[src/rtl/lc3_controller.sv]
// LC-3 multicycle control FSM: fetch/decode/execute/memory/writeback/update-PC.
// Define LC3_INDIRECT_EN to enable two-access LDI/STI; otherwise they retire as illegal NOPs.
module lc3_controller (
    input  logic        clock,
    input  logic        reset,
    input  logic [15:0] IR,
    input  logic [2:0]  nzp,
    input  logic        imem_ack,
    input  logic        dmem_ack,
    output logic        enable_fetch,
    output logic        enable_decode,
    output logic        enable_execute,
    output logic        enable_writeback,
    output logic        enable_updatePC,
    output logic        imem_req,
    output logic        dmem_req,
    output logic        dmem_we,
    output logic        dmem_addr_sel,
    output logic [5:0]  E_control,
    output logic        br_taken,
    output logic        illegal,
    output logic [2:0]  state
);

    typedef enum logic [2:0] {
        S_FETCH     = 3'd0,
        S_DECODE    = 3'd1,
        S_EXECUTE   = 3'd2,
        S_MEM_RD    = 3'd3,
        S_MEM_WR    = 3'd4,
        S_WRITEBACK = 3'd5,
        S_UPDATE_PC = 3'd6
    } state_t;

    localparam logic [3:0] OP_BR  = 4'h0;
    localparam logic [3:0] OP_ADD = 4'h1;
    localparam logic [3:0] OP_LD  = 4'h2;
    localparam logic [3:0] OP_ST  = 4'h3;
    localparam logic [3:0] OP_AND = 4'h5;
    localparam logic [3:0] OP_LDR = 4'h6;
    localparam logic [3:0] OP_STR = 4'h7;
    localparam logic [3:0] OP_NOT = 4'h9;
    localparam logic [3:0] OP_LDI = 4'hA;
    localparam logic [3:0] OP_STI = 4'hB;
    localparam logic [3:0] OP_JMP = 4'hC;
    localparam logic [3:0] OP_LEA = 4'hE;

    state_t     r_state;
    state_t     w_next;
    state_t     w_exec_next;
    logic [3:0] w_op;
    logic [5:0] w_ec;
    logic       w_ill;
    logic       w_unused;

    assign w_op     = IR[15:12];
    assign w_unused = ^{IR[8:6], IR[4:0]};

    // Per-opcode Execute control, illegal flag and post-EXECUTE destination
    always_comb begin
        w_ec        = 6'b000000;
        w_ill       = 1'b0;
        w_exec_next = S_UPDATE_PC;
        case (w_op)
            OP_ADD: begin
                w_ec        = {5'b00000, IR[5]};
                w_exec_next = S_WRITEBACK;
            end
            OP_AND: begin
                w_ec        = {5'b01000, IR[5]};
                w_exec_next = S_WRITEBACK;
            end
            OP_NOT: begin
                w_ec        = 6'b100000;
                w_exec_next = S_WRITEBACK;
            end
            OP_LEA: begin
                w_ec        = 6'b000100;
                w_exec_next = S_WRITEBACK;
            end
            OP_LD: begin
                w_ec        = 6'b000100;
                w_exec_next = S_MEM_RD;
            end
            OP_LDR: begin
                w_ec        = 6'b000010;
                w_exec_next = S_MEM_RD;
            end
            OP_ST: begin
                w_ec        = 6'b000100;
                w_exec_next = S_MEM_WR;
            end
            OP_STR: begin
                w_ec        = 6'b000010;
                w_exec_next = S_MEM_WR;
            end
            OP_LDI, OP_STI: begin
                w_ec        = 6'b000100;
`ifdef LC3_INDIRECT_EN
                w_exec_next = S_MEM_RD;
`else
                w_ill       = 1'b1;
`endif
            end
            OP_BR:   w_ec = 6'b000100;
            OP_JMP:  w_ec = 6'b001110;
            default: w_ill = 1'b1;
        endcase
    end

`ifdef LC3_INDIRECT_EN
    logic r_ind;
    logic w_first_ack;

    // Pointer fetch of LDI/STI completes: second access uses the fetched pointer
    assign w_first_ack = (r_state == S_MEM_RD) && dmem_ack && !r_ind &&
                         (w_op == OP_LDI || w_op == OP_STI);

    always_ff @(posedge clock) begin
        if (!reset)
            r_ind <= 1'b0;
        else if (r_state == S_EXECUTE)
            r_ind <= 1'b0;
        else if (w_first_ack)
            r_ind <= 1'b1;
    end

    assign dmem_addr_sel = reset && r_ind;
`else
    assign dmem_addr_sel = 1'b0;
`endif

    always_comb begin
        w_next = r_state;
        case (r_state)
            S_FETCH:     if (imem_ack) w_next = S_DECODE;
            S_DECODE:    w_next = S_EXECUTE;
            S_EXECUTE:   w_next = w_exec_next;
            S_MEM_RD: begin
                if (dmem_ack) begin
                    w_next = S_WRITEBACK;
`ifdef LC3_INDIRECT_EN
                    if (w_first_ack)
                        w_next = (w_op == OP_LDI) ? S_MEM_RD : S_MEM_WR;
`endif
                end
            end
            S_MEM_WR:    if (dmem_ack) w_next = S_UPDATE_PC;
            S_WRITEBACK: w_next = S_UPDATE_PC;
            S_UPDATE_PC: w_next = S_FETCH;
            default:     w_next = S_FETCH;
        endcase
    end

    always_ff @(posedge clock) begin
        if (!reset)
            r_state <= S_FETCH;
        else
            r_state <= w_next;
    end

    assign enable_fetch     = reset && (r_state == S_FETCH);
    assign imem_req         = reset && (r_state == S_FETCH);
    assign enable_decode    = reset && (r_state == S_DECODE);
    assign enable_execute   = reset && (r_state == S_EXECUTE);
    assign enable_writeback = reset && (r_state == S_WRITEBACK);
    assign enable_updatePC  = reset && (r_state == S_UPDATE_PC);
    assign dmem_req         = reset && (r_state == S_MEM_RD ||
                                        r_state == S_MEM_WR);
    assign dmem_we          = reset && (r_state == S_MEM_WR);
    assign illegal          = reset && (r_state == S_EXECUTE) && w_ill;
    assign br_taken         = reset && (r_state == S_UPDATE_PC) &&
                              ((w_op == OP_JMP) ||
                               (w_op == OP_BR && |(IR[11:9] & nzp)));
    assign E_control        = w_ec;
    assign state            = r_state;

endmodule

[config.mk]
export PLATFORM = sky130hd
export DESIGN_NAME = lc3_controller
export DESIGN_NICKNAME = d
export VERILOG_FILES = /design/src/rtl/lc3_controller.sv
export SDC_FILE = /design/constraint.sdc
export NUM_CORES = 1
export LEC_CHECK = 0
export CORE_UTILIZATION = 31
export CTS_CLUSTER_DIAMETER = 150
export DETAILED_ROUTE_END_ITERATION = 10
export HOLD_SLACK_MARGIN = 0.05
export PLACE_DENSITY = 0.79
export SYNTH_ARGS = -nofsm -noshare
export SYNTH_HDL_FRONTEND = slang
export SYNTH_SLANG_ARGS = --single-unit
export TNS_END_PERCENT = 10
[constraint.sdc]
create_clock -name clock -period 1.3 [get_ports clock]
set_input_delay 0.26 -clock clock [delete_from_list [all_inputs] [get_ports clock]]
set_output_delay 0.26 -clock clock [all_outputs]
set_load 0.02 [all_outputs]
==> run_results.csv <==
group,metric,value,unit
setup_path,crit_required,1040,ps
synth,netlist_top_cells_count,"7 x nor2_1, 5 x buf_6, 5 x nor2b_1, 5 x nor3_1",
clock_network,clk_pin_slew_worst_paths,40,ps
power_and_ir_drop,leakage,0.484,nW
power_and_ir_drop,netSwitchingFraction,37.0,%
global_routing,globalRouteTotalUtil,17.8,%
clock_network,cts_tree,"built",
floorplanning,placementRows,14,
power_and_ir_drop,finalPower,0.685,mW
clock_network,cts_buffer_depth,2,
synth,post-synth-top-count-cell,"nor2_1",
floorplanning,io_pins,43,
timing,hold_viol,0,
setup_path,cp_num_buf_inv,1,
placement,place_ws,-883,ps
timing,min_period,1450,ps
timing,slew_viol_final,0,
clock_network,holdBufCountCts,0,
synth,synth_area_leaders,"dfxtp_1 12%, buf_6 11%, nor2b_1 6.2%, nor2_1 5.2%, nand2b_1 5.0%",
hold_path,holdCritPathClass,"in -> reg",
power_and_ir_drop,p_clk_share,23.9,%
outcome,status,"finished, violations left",
cells_and_area,layout-drive-gt1-share,61.5,%
timing,fin_ws,-152,ps
floorplanning,initial_core_util,33.5,%
placement,dp_hpwl,1200,µm
timing,rsz0062_at_grt,"yes",
global_routing,antenna_found_initial,0,
power_and_ir_drop,share_seq_of_total_power,17.6,%
synth,synth_seq_cells,3,
synth,syn_inst,67,
power_and_ir_drop,combPwrFrac,58.5,%
drt,vias_per_cell,4.99,
setup_path,arrival,1190,ps
timing,setup_viol,13,
setup_path,worst_path_max_delay_cell,"dfxtp_4",
drt,routed.top_layer,"met3",
cells_and_area,fin_nets,141,
clock_network,cts_made_buffers,3,
placement,dp.cells,126,
drt,detail-route-antenna-nets,0,
drt,wirelength,1600,µm
flow_run,drv_cap,0,
setup_path,critPathKind,"reg -> out",
floorplanning,coreArea,1510,µm²
power_and_ir_drop,power_density,685,nW/µm²
synth,synth_top_cell_area_share,11.9,%
placement,gp_congestion,0.800,
setup_path,startpoint_type,"flop",
clock_network,cts_sinks,3,
drt,wl_met3,122,µm
outcome,failed_checks,"setup timing",
global_routing,overflow,0,
drt,first_iter_violations,17,
drt,drt-pass1-iter-count,7,
clock_network,clock_latency,230,ps
setup_path,critPathCaptureType,"output port",
synth,synthesis.nets,90,
drt,vias,664,
floorplanning,die_w,42.3,µm
power_and_ir_drop,internal_power,0.431,mW
floorplanning,die_area,1790,µm²
drt,drc,0,
synth,yosysTopAreaCell,"dfxtp_1",
timing,holdWs,443,ps
drt,wl_per_cell,12.0,µm
synth,synth_ff_type,"dfxtp_1",
cells_and_area,diodes,0,
power_and_ir_drop,vdd_drop_max,0.000402,V
global_routing,grt_pass1_wl,2550,µm
synth,yosys_warnings,0,
cells_and_area,area_growth_syn_to_layout,98.3,%
drt,wl_met1,612,µm
cells_and_area,largest_register_ffs,3,
synth,synthArstFlopShare,0,%
timing,skew,0.221,ps
cells_and_area,stdcell_count,133,
floorplanning,dieHeight,42.3,µm
clock_network,htree_levels,1,
setup_path,cp_max_fo,5,
global_routing,first_global_vias,625,
synth,synth_edf_count,0,
placement,port_buffers,33,
setup_path,path_delay_family,"simple AND/OR/NAND/NOR gates",
setup_path,crit_chain,"and4b_2 -> nand2_2 -> a21oi_4 -> buf_6",
drt,wl_met2,862,µm
clock_network,clk_root_buffer_cell,"clkbuf_4",
timing,clock.fmax,689,MHz
cells_and_area,final_util,66.4,%
synth,synth.yosys.seq_area_share,11.9,%
setup_path,slowest_delay,350,ps
synth,netlist-cell-type-count,33,
synth,syn_area,504,µm²
global_routing,grt_max_degree,8,
timing,period_share,112,%
cells_and_area,n_fill_cell,143,
power_and_ir_drop,p_sw,0.253,mW
synth,synth_area_per_cell,7.53,µm²
==> per-layer routing <==
metal  GRT usage [%]  up-vias
met5               0        -
met4               0        0
met3            4.74        0
met2            35.4       33
met1            19.7      299
li1                -      332
==> final timing paths <==
kind                          from                    end  slack, ps  cells past startpoint
min reg2reg  state[2]$_SDFFE_PN0P_  state[1]$_SDFFE_PN0P_        590                      2
max          state[0]$_SDFFE_PN0P_               br_taken       -150                      4
min                          reset  state[2]$_SDFFE_PN0P_        440                      2
max reg2reg  state[0]$_SDFFE_PN0P_  state[2]$_SDFFE_PN0P_         10                      4
==> power by group through the flow <==
| stage | logic [mW] | clock network [mW] | registers (mW) |
|---|---|---|---|
| final | 0.401 | 0.163 | 0.121 |
| after global routing | 0.432 | 0.179 | 0.123 |
| after CTS | 0.384 | 0.171 | 0.120 |
| after detailed placement | 0.388 | 0 | 0.123 |
| after global placement | 0.381 | 0 | 0.123 |
| after floorplan | 0.212 | 0 | 0.133 |
==> worst reg2reg max path, cell delays in order, from the launching register on <==
cell and delay, ps:
dfxtp_4 350, buf_4 130, or4b_1 490, a31oi_1 150, nor2b_1 60
==> timing repair <==
action / 4_1_cts / 5_1_grt
buffers inserted: 2 / 1
pin swaps: 5 / 1
setup endpoints to repair: 22 / 22
endpoints found under the hold margin: 0 / 0
gates resized for setup: 121 / 13
==> through the flow <==
| stage | setup TNS, ps | instance area, µm² |
|---|---|---|
| 2_1_floorplan | -112 | 542 |
| 3_3_place_gp | -14040 | 948 |
| 3_5_place_dp | -14210 | 948 |
| 4_1_cts | -1020 | 962 |
| 5_1_grt | -1800 | 1000 |
| 6_report | -831 | 1000 |
==> cell type report <==
| type | count | area [µm²] | area share (%) |
|---|---|---|---|
| multi-input combinational | 54 | 440 | 44.1 |
| timing repair buffer | 54 | 434 | 43.4 |
| sequential | 3 | 71.3 | 7.13 |
| clock buffer | 4 | 26.3 | 2.63 |
| tap | 16 | 20.0 | 2.00 |
| inverter | 2 | 7.51 | 0.751 |
==> cell usage in the layout (no fill, tap or decap), types with 2 or more instances in the layout <==
master / count
nor3_1: 2
nor2_1: 5
and2b_2: 2
inv_1: 2
buf_6: 5
nor2_2: 2
clkdlybuf4s15_2: 3
mux2i_1: 2
or2b_1: 2
buf_4: 29
nand2b_4: 3
nand2_1: 2
nor2b_1: 5
dlygate4sd2_1: 5
nand2_2: 2
clkdlybuf4s50_1: 2
clkbuf_4: 3
nor3b_2: 2
buf_2: 7
a31oi_1: 2
dfxtp_4: 3
nor3_2: 2
==> kinds of logic (layout without fill, tap and decap cells) <==
kind of cell,count (synthesis),count (layout),share of synthesized area [%]
other,1,1,0.744
AO/OA/AOI/OAI,13,13,19.6
multiplexers,2,2,3.97
buffers and inverters,10,60,17.1
AND/OR/NAND/NOR,38,38,46.6
flip-flops,3,3,11.9
Power figures use the tool's default switching activity.
